### src/rtl/blink_pattern_player.sv
// blink_pattern_player
// Plays a loadable on/off LED pattern MSB first, holding each bit for TICK_DIV
// clock cycles, with a LOAD/BUSY/DONE handshake and optional looping.
// USBPU is tied low so the USB pull-up stays disabled, as on the other LED tops.

module blink_pattern_player #(
   parameter int PATTERN_LEN = 32,
   parameter int TICK_DIV    = 1_600_000
) (
   input  logic                   CLK,
   input  logic                   RST_N,
   input  logic [PATTERN_LEN-1:0] PATTERN,
   input  logic                   LOAD,
   input  logic                   LOOP,
   output logic                   LED,
   output logic                   BUSY,
   output logic                   DONE,
   output logic                   USBPU
);

   // Prescaler needs at least one bit even when every bit lasts a single cycle.
   localparam int PW = (TICK_DIV > 1) ? $clog2(TICK_DIV) : 1;
   localparam int IW = $clog2(PATTERN_LEN);

   localparam logic [PW-1:0] PRESC_MAX = PW'(TICK_DIV - 1);
   localparam logic [IW-1:0] INDEX_MAX = IW'(PATTERN_LEN - 1);

   typedef enum logic {
      IDLE = 1'b0,
      PLAY = 1'b1
   } state_t;

   state_t                 state_q, state_d;
   logic [PATTERN_LEN-1:0] shadow_q, shadow_d;
   logic [PW-1:0]          presc_q, presc_d;
   logic [IW-1:0]          index_q, index_d;
   logic                   led_q, led_d;
   logic                   done_q, done_d;

   // State and datapath registers; reset returns everything to idle with the LED dark.
   always_ff @(posedge CLK or negedge RST_N) begin
      if (!RST_N) begin
         state_q  <= IDLE;
         shadow_q <= '0;
         presc_q  <= '0;
         index_q  <= '0;
         led_q    <= 1'b0;
         done_q   <= 1'b0;
      end else begin
         state_q  <= state_d;
         shadow_q <= shadow_d;
         presc_q  <= presc_d;
         index_q  <= index_d;
         led_q    <= led_d;
         done_q   <= done_d;
      end
   end

   // Next-state logic: load in IDLE, step through the shadow copy once per tick in PLAY.
   always_comb begin
      state_d  = state_q;
      shadow_d = shadow_q;
      presc_d  = presc_q;
      index_d  = index_q;
      led_d    = led_q;
      done_d   = 1'b0;

      unique case (state_q)
         IDLE: begin
            led_d = 1'b0;
            if (LOAD) begin
               shadow_d = PATTERN;
               index_d  = '0;
               presc_d  = '0;
               led_d    = PATTERN[PATTERN_LEN-1];
               state_d  = PLAY;
            end
         end

         PLAY: begin
            if (presc_q == PRESC_MAX) begin
               presc_d = '0;
               if (index_q == INDEX_MAX) begin
                  if (LOOP) begin
                     index_d = '0;
                     led_d   = shadow_q[PATTERN_LEN-1];
                  end else begin
                     state_d = IDLE;
                     led_d   = 1'b0;
                     done_d  = 1'b1;
                  end
               end else begin
                  index_d = index_q + IW'(1);
                  led_d   = shadow_q[INDEX_MAX - index_d];
               end
            end else begin
               presc_d = presc_q + PW'(1);
            end
         end

         default: begin
            state_d = IDLE;
            led_d   = 1'b0;
         end
      endcase
   end

   assign LED   = led_q;
   assign BUSY  = (state_q == PLAY);
   assign DONE  = done_q;
   assign USBPU = 1'b0;

endmodule

### config.mk
export PLATFORM = sky130hd
export DESIGN_NAME = blink_pattern_player
export DESIGN_NICKNAME = d
export VERILOG_FILES = /design/src/rtl/blink_pattern_player.sv
export SDC_FILE = /design/constraint.sdc
export NUM_CORES = 1
export LEC_CHECK = 0
export ABC_AREA = 0
export ABC_CLOCK_PERIOD_IN_PS = 2650
export CELL_PAD_IN_SITES_DETAIL_PLACEMENT = 0
export CELL_PAD_IN_SITES_GLOBAL_PLACEMENT = 1
export CORE_ASPECT_RATIO = 1.2
export CORE_MARGIN = 4
export CORE_UTILIZATION = 35
export DETAILED_ROUTE_END_ITERATION = 8
export MAX_ROUTING_LAYER = met4
export PLACE_DENSITY = 0.65
export RECOVER_POWER = 100
export REMOVE_ABC_BUFFERS = 1
export SETUP_SLACK_MARGIN = 0.05
export SLEW_MARGIN = 25
export SYNTH_ARGS = -nofsm -noshare
export SYNTH_HDL_FRONTEND = slang
export SYNTH_SLANG_ARGS = --single-unit
### constraint.sdc
create_clock -name CLK -period 2.65 [get_ports CLK]
set_input_delay 0.53 -clock CLK [delete_from_list [all_inputs] [get_ports CLK]]
set_output_delay 0.53 -clock CLK [all_outputs]
set_load 0.03 [all_outputs]
Word-level counts from Yosys, hierarchy flattened:

Cells that the tools add are included.

* output and inout bits: 4
* input port bits: 36
* flip-flop bits (word level): 61
* logic and storage cells: 42

* bitwise operators: 1
* order comparisons: 1
* muxes and demuxes: 24
* equality and inequality tests: 5
* reduce and logical (&&, ||, !) cells: 2
* $add $sub $neg: 3

Operators by type and width (number)
* 21-bit two-way mux: 2
* 21-bit one-hot mux with 2 select lines: 1
* 21-bit by 1-bit adder with 21-bit output (second input constant): 1
* 21-bit == test (second input constant): 1
* 5-bit two-way mux: 4
* 1-bit two-way mux: 13
* 5-bit one-hot mux with 2 select lines: 1
* 5-bit by 6-bit < comparator with 1-bit output (second input constant): 1
* 5-bit by 1-bit adder with 5-bit output (second input constant): 1
* 1-bit binary-select mux with 5-bit select: 1
* 5-bit == test (second input constant): 1
* 5-bit subtractor (first input constant): 1
* 1-bit one-hot mux with 2 select lines: 2
* 3-bit inequality test (second input constant): 1
* 3-bit AND reduction: 1
* 2-bit by 1-bit inequality test with 1-bit output (second input constant): 1
* 2-bit inequality test (second input constant): 1
* 2-bit AND reduction: 1
* 1-bit inverter: 1

Longest topological paths before layout:

Gate-level depths: netlist (run 1).

* depth after elaboration: 7
* depth in mapped cells: 7
* mapped depth without buffers: 7

Worst setup path before layout (run 1):

No wires, ideal clock.

* path type: register to register
* from: register index_q[0]
* to: register led_q (netlist: LED)
* clock period less this slack: 1953 ps
* setup time: 132 ps
* setup slack: 697 ps
* data arrival time: 1821 ps
* cell stages (with the launch flop): 6
* data required time: 2518 ps
* path buffers: 1
* cells stage by stage: dfrtp_1 -> ha_1 -> buf_2 -> mux4_2 -> a2111oi_0 -> o31ai_1

* word-level cells in the longest chain between the ends: 7
* elaborated cells between the ends (all ways): 8
* classes of those cells: add/sub: 2; eq/ne: 1; mux: 5

RTL lines
* start: declaration: line 36 `logic [IW-1:0] index_q, index_d;`
* start signal: assignment: line 53 `index_q <= index_d;`
* 5-bit by 1-bit adder with 5-bit output: line 93 `index_d = index_q + IW'(1);`
* 5-bit subtractor: line 94 `led_d = shadow_q[INDEX_MAX - index_d];`
* 1-bit binary-select mux with 5-bit select: line 94
* 1-bit two-way mux (implied by the code): line 94
* 1-bit two-way mux *: line 83 `if (index_q == INDEX_MAX) begin`
* 1-bit two-way mux *: line 81 `if (presc_q == PRESC_MAX) begin`
* 1-bit one-hot mux with 2 select lines *: line 68 `unique case (state_q)`
* end signal: assignment: line 54 `led_q <= led_d;`
* end: declaration: line 37 `logic led_q, led_d;`

Mark *: on every way between the ends. The rest lies on a longest branch, timed or not. The select of a mux whose other input is x is not followed.
A chain may end at the register's enable or synchronous reset.

Worst setup path in the final report (run 1):

* from: register presc_q[0]
* to: register presc_q[19]

* word-level cells in the longest chain between the ends: 3
* elaborated cells between the ends (all ways): 4
* classes of those cells: add/sub: 1; eq/ne: 1; mux: 2

RTL lines
* start: declaration: line 35 `logic [PW-1:0] presc_q, presc_d;`
* start signal: assignment: line 52 `presc_q <= presc_d;`
* 21-bit by 1-bit adder with 21-bit output / 21-bit == test (equally long branches): line 97, 81
* 21-bit two-way mux *: line 81
* 21-bit one-hot mux with 2 select lines *: line 68

Mark *: on every way between the ends. The rest lies on a longest branch, timed or not.

==> results of run 1 <==
[layer usage]
metal,global-route usage,vias to the layer above
met5,-,-
met4,0.0404,0
met3,0.0328,9
met2,0.212,41
met1,0.173,1083
li1,-,1073
[where the power goes]
part	internal [W]	total, W	switching, W
sequential	0.00108	0.00123	0.000152
clock	0.000464	0.000860	0.000395
combinational	0.000260	0.000449	0.000189
total	0.00180	0.00254	0.000737
[per-stage QoR]
step	total power, W	setup slack, ps
final	0.00254	391
after global routing	0.00270	214
after CTS	0.00259	455
after detailed placement	0.00172	519
after global placement	0.00171	555
after floorplan	0.00154	-24.8
[final timing paths]
| path | startpoint | end | slack, ps | depth (start not counted) |
|---|---|---|---|---|
| max | presc_q[0] | presc_q[19] | 390 | 7 |
| min | presc_q[20] | presc_q[20] | 480 | 1 |
| max reg2reg | presc_q[0] | presc_q[19] | 390 | 7 |
| min reg2reg | presc_q[20] | presc_q[20] | 480 | 1 |
| max in group asynchronous | RST_N | shadow_q[18] | 1270 | 2 |
| min in group asynchronous | RST_N | presc_q[5] | 520 | 1 |
[sequential cells by signal (all words and copies together), names as in the netlist]
| register | count |
|---|---|
| DONE | 1 |
| LED | 1 |
| index_q | 5 |
| presc_q | 21 |
| BUSY | 1 |
| shadow_q | 32 |
[cells in the mapped netlist (all sizes together) (2+ instances only)]
cell,count
mux2i,13
a22o,4
o31ai,3
nor2b,4
nand4,9
a21o,2
nor4b,2
a21oi,13
buf,11
nor4,2
a31oi,2
nor3,2
and3,4
mux4,8
nand3,15
mux2,33
nand2,24
o21ai,15
dfrtp,61
ha,3
nor2,8
inv,8
xnor2,3
clkbuf,4
and2,4
[area by class of cell]
type	instances	share of cell area
sequential	61	0.395
multi-input combinational	187	0.393
timing repair buffer	45	0.112
tap	117	0.0379
clock buffer	10	0.0356
clock inverter	6	0.0181
inverter	8	0.00777
[cells by family after synthesis]
logic type               count (synthesis)  synth area share
buffers and inverters                   23            0.0371
XOR/XNOR                                 4            0.0110
flip-flops                              61             0.481
multiplexers                            54             0.216
other                                    1           0.00118
adder cells (fa/ha/maj)                  3            0.0118
AND/OR/NAND/NOR                         81             0.154
AO/OA/AOI/OAI                           44            0.0879
==> flow_summary.toml, run 1 <==
[outcome]
status = "complete, no violations"

[critical_path]
worstPathRequired_ps = 2910
slowest_stage = "a21boi_4"
startpoint_type = "flip-flop"
critPathMaxStageDelay_ps = 660
path_buf_inv = 1
endpoint_kind = "flip-flop"
arrival_ps = 2520
crit_chain = "ha_1, nand4_1, nor2_1, a21boi_4, buf_4, nand4_1, mux2i_1"
crit_type = "reg2reg"
crit_family = "compound AO/OA/AOI/OAI gates"
path_max_fanout = 29
crit_top_cell = "nand4_1"

[sta]
timing.hold.ws_ps = 475
min_period_over_period = 0.852
rsz0062_at_grt = "no"
fin_skew_ps = 10.5
hold_viol = 0
relSlewSlack = 0.0299
max_freq_ghz = 0.443
drv_slew = 0
fin_crit_ps = 2260
setup_viol = 0
worstMarginPinSlew_ps = 1460
fin_setup_tns_ps = 0

[route]
routedLengthMet1_um = 3020
avgRoutedWirePerCell_um = 14.9
num_vias = 2206
drc_errors = 0
first_pass_iters = 4
drt-initial-drc-count = 105
wl_um = 6450
wl_met3_um = 232
ant_nets = 0
wl_met2_um = 3120
vias_per_cell = 5.08
top_layer = "met4"

[layout]
final-seq-area_um2 = 1530
utilization = 0.444
final_layout_size_suffix_gt1_frac = 0.237
antennaDiodeCount = 0
final_cells = 434
area_delta_synth_final_pct = 21.7
multi_input_area_um2 = 1520
n_fill_cell = 859
final_area_um2 = 3860
layout_common_cells = "61 x dfrtp_1, 34 x clkdlybuf4s50_1, 32 x mux2_2, 24 x nand2_1"
nets = 351
layout_commonest_cell = "dfrtp_1"

[logic_synthesis]
synthCells = 271
syn-cell-area_um2 = 3170
yosysUniqueCellTypes = 52
synth_async_sr_flop_share = 1.00
synth_area_per_cell_um2 = 11.7
synth_ff_type = "dfrtp_1"
yosysTopAreaCell = "dfrtp_1"
synth_top_area_share = 0.481
seq_area_frac_synth = 0.481
ys_ff_latch = 61
yosys_warnings = 0
synth_area_leaders = "dfrtp_1 48%, mux2_2 11%, mux4_2 5.7%, mux2i_1 4.1%, nand2_1 2.8%"
synth-edff-count = 0

[cts]
cts_hold_buf = 0
clock-sinks = 61
clock_latency_ps = 340
cts_made_buffers = 9
cts_tree = "yes"
cts_buffer_depth = 2
postCtsSetupBuffers = 0
cts-htree-levels = 3
cts_resized = 0
cts-root-buf = "clkbuf_8"
path_clk_slew_ps = 70

[floorplanning]
io_pins = 40
die_w_um = 94.9
coreArea_um2 = 8700
fp-row-count = 37
start_util = 0.365
design.die.area_um2 = 10700
die_h_um = 112

[global_route]
groute.usage.overall = 0.135
grt-ovfl-total = 0
grt_pass1_wl_um = 11000
grt_max_degree = 37
antenna_found_initial = 0
grt_pass1_vias = 2214

[power_and_ir_drop]
leakagePower_nw = 1.59
powerDensity_nw_per_um2 = 658
ir_drop_v = 0.000370

[placement]
place_area_um2 = 3670
hpwl_um = 4640
port_buffers = 38
finalWeightedCongestion = 0.741
placed_cells = 418

[run]
cap_violations = 0

[hold_path]
hold_path.class = "reg2reg"
Power figures use the tool's default switching activity.
==> run 2, diff against run 1 <==
ABC_CLOCK_PERIOD_IN_PS = 2400   (was 2650)
clock period = 2.4 ns   (was 2.65 ns; I/O delays follow)
==> run 2 against run 1 <==
Net effect: the run now ends with max-capacitance violations, max-slew violations left; design area is 0.26% lower; via count is 1.1% higher; largest power group unchanged; worst hold slack better by 1.3 ps; non-clock buffer count is 1 higher.
==> flow_summary.toml, run 2 (synthesis gave the netlist of run 1 again) <==
[layout]
reg_top3 = "shadow_q (32), presc_q (21), index_q (5)"
antennaDiodeCount = 0
final_area_um2 = 3850
final-seq-area_um2 = 1530
multi_input_area_um2 = 1530
n_fill_cell = 863
regMostFlops = "shadow_q"
nets = 352
layout_common_cells = "61 x dfrtp_1, 34 x clkdlybuf4s50_1, 32 x mux2_2, 24 x nand2_1, 14 x nand3_1"
utilization = 0.443
largest_reg_flops = 32
layout_commonest_cell = "dfrtp_1"
area_delta_synth_final_pct = 21.4
final_layout_size_suffix_gt1_frac = 0.242

[cts]
cts_hold_buf = 0
path_clk_slew_ps = 80
clock-sinks = 61
cts_buffer_depth = 2
cts_made_buffers = 9
postCtsSetupBuffers = 0
cts_tree = "yes"
cts-root-buf = "clkbuf_8"
cts-htree-levels = 3
cts_resized = 0
clock_latency_ps = 340

[sta]
worstMarginPinSlew_ps = 1520
min_period_over_period = 0.921
drv_slew = 62
rsz0062_at_grt = "no"
relSlewSlack = -0.0155
fin_crit_ps = 2210
setup_viol = 0
hold_viol = 0
fin_skew_ps = 6.60
max_freq_ghz = 0.452

[outcome]
violations = "max-capacitance violations, max-slew violations"
status = "complete, but fails checks"

[placement]
port_buffers = 38
place_area_um2 = 3690
finalWeightedCongestion = 0.722
hpwl_um = 4650

[floorplanning]
die_h_um = 112
fp-row-count = 37
coreArea_um2 = 8700
design.die.area_um2 = 10700
io_pins = 40
start_util = 0.365
die_w_um = 94.9

[critical_path]
r2r_end = "presc_q[17]"
crit_chain = "dlygate4sd3_1"
r2r_setup_slack_ps = 280
arrival_ps = 1730
startpoint_type = "flip-flop"
timing.rr.start = "presc_q[0]"
endpoint_kind = "output pin"
slowest_stage = "dlygate4sd3_1"
crit_family = "buffers and inverters"
path_max_fanout = 11
crit_type = "reg2out"
r2r_cells = 7
worstPathRequired_ps = 1920
path_buf_inv = 1
critPathMaxStageDelay_ps = 800

[route]
vias_per_cell = 5.13
avgRoutedWirePerCell_um = 15.2
drc_errors = 0
num_vias = 2230
wl_um = 6630
ant_nets = 0
drt-initial-drc-count = 90
first_pass_iters = 4

[global_route]
grt_max_degree = 62
grt-ovfl-total = 0
grt_pass1_vias = 2290
grt_pass1_wl_um = 11300
groute.usage.overall = 0.140
antenna_found_initial = 0

[hold_path]
min_to = "presc_q[20]"
hold_path.class = "reg2reg"
min-delay-start = "presc_q[20]"
hold_depth = 1

[power_and_ir_drop]
powerDensity_nw_per_um2 = 706
ir_drop_v = 0.000288
leakagePower_nw = 1.59

[run]
cap_violations = 1
-- run 2: final cells by class --
class | instances | share of cell area
well taps | 117 | 0.0380
repair buffers | 46 | 0.113
inverters | 8 | 0.00779
clock buffers | 10 | 0.0357
multi-input cells | 187 | 0.397
flip-flops and latches | 61 | 0.396
clock inverters | 6 | 0.0127
-- run 2: layer usage --
layer,part of all wire,global-route usage,up-vias
li1,-,-,1077
met1,0.45,0.172,1098
met2,0.49,0.223,45
met3,0.049,0.0389,10
met4,0.012,0.0404,0
met5,0,-,-
-- run 2: report_power, final --
group	internal, W	switching (W)
sequential	0.00119	0.000175
clock	0.000407	0.000451
combinational	0.000286	0.000209
total	0.00188	0.000835
-- run 2: through the flow --
stage | cells | power, W | setup TNS [ps] | setup WS (ps) | hold slack (ps)
after global routing | 435 | 0.00289 | 0 | 83.7 | 501
final | 435 | 0.00272 | 0 | 189 | 477
after floorplan | 256 | 0.00170 | -8830 | -275 | 184
after detailed placement | 419 | 0.00190 | 0 | 326 | 473
after global placement | 419 | 0.00188 | 0 | 381 | 462
after CTS | 435 | 0.00277 | 0 | 188 | 143
-- run 2: worst max path at each step --
stage	startpoint	endpoint	slack, ps	cells past startpoint
finish	BUSY	BUSY	190	1
global placement	presc_q[0]	presc_q[19]	380	7
detailed placement	presc_q[0]	presc_q[19]	330	7
global route	presc_q[0]	presc_q[15]	80	7
CTS	BUSY	BUSY	190	1
floorplan	BUSY	shadow_q[0]	-270	2
==> run 3, diff against run 2 <==
CTS_CLUSTER_SIZE = 8   (was not set)
HOLD_SLACK_MARGIN = 0.12   (was not set)
==> results of run 3 <==
No change in the layout: final DEF, timing and power equal those of run 2.
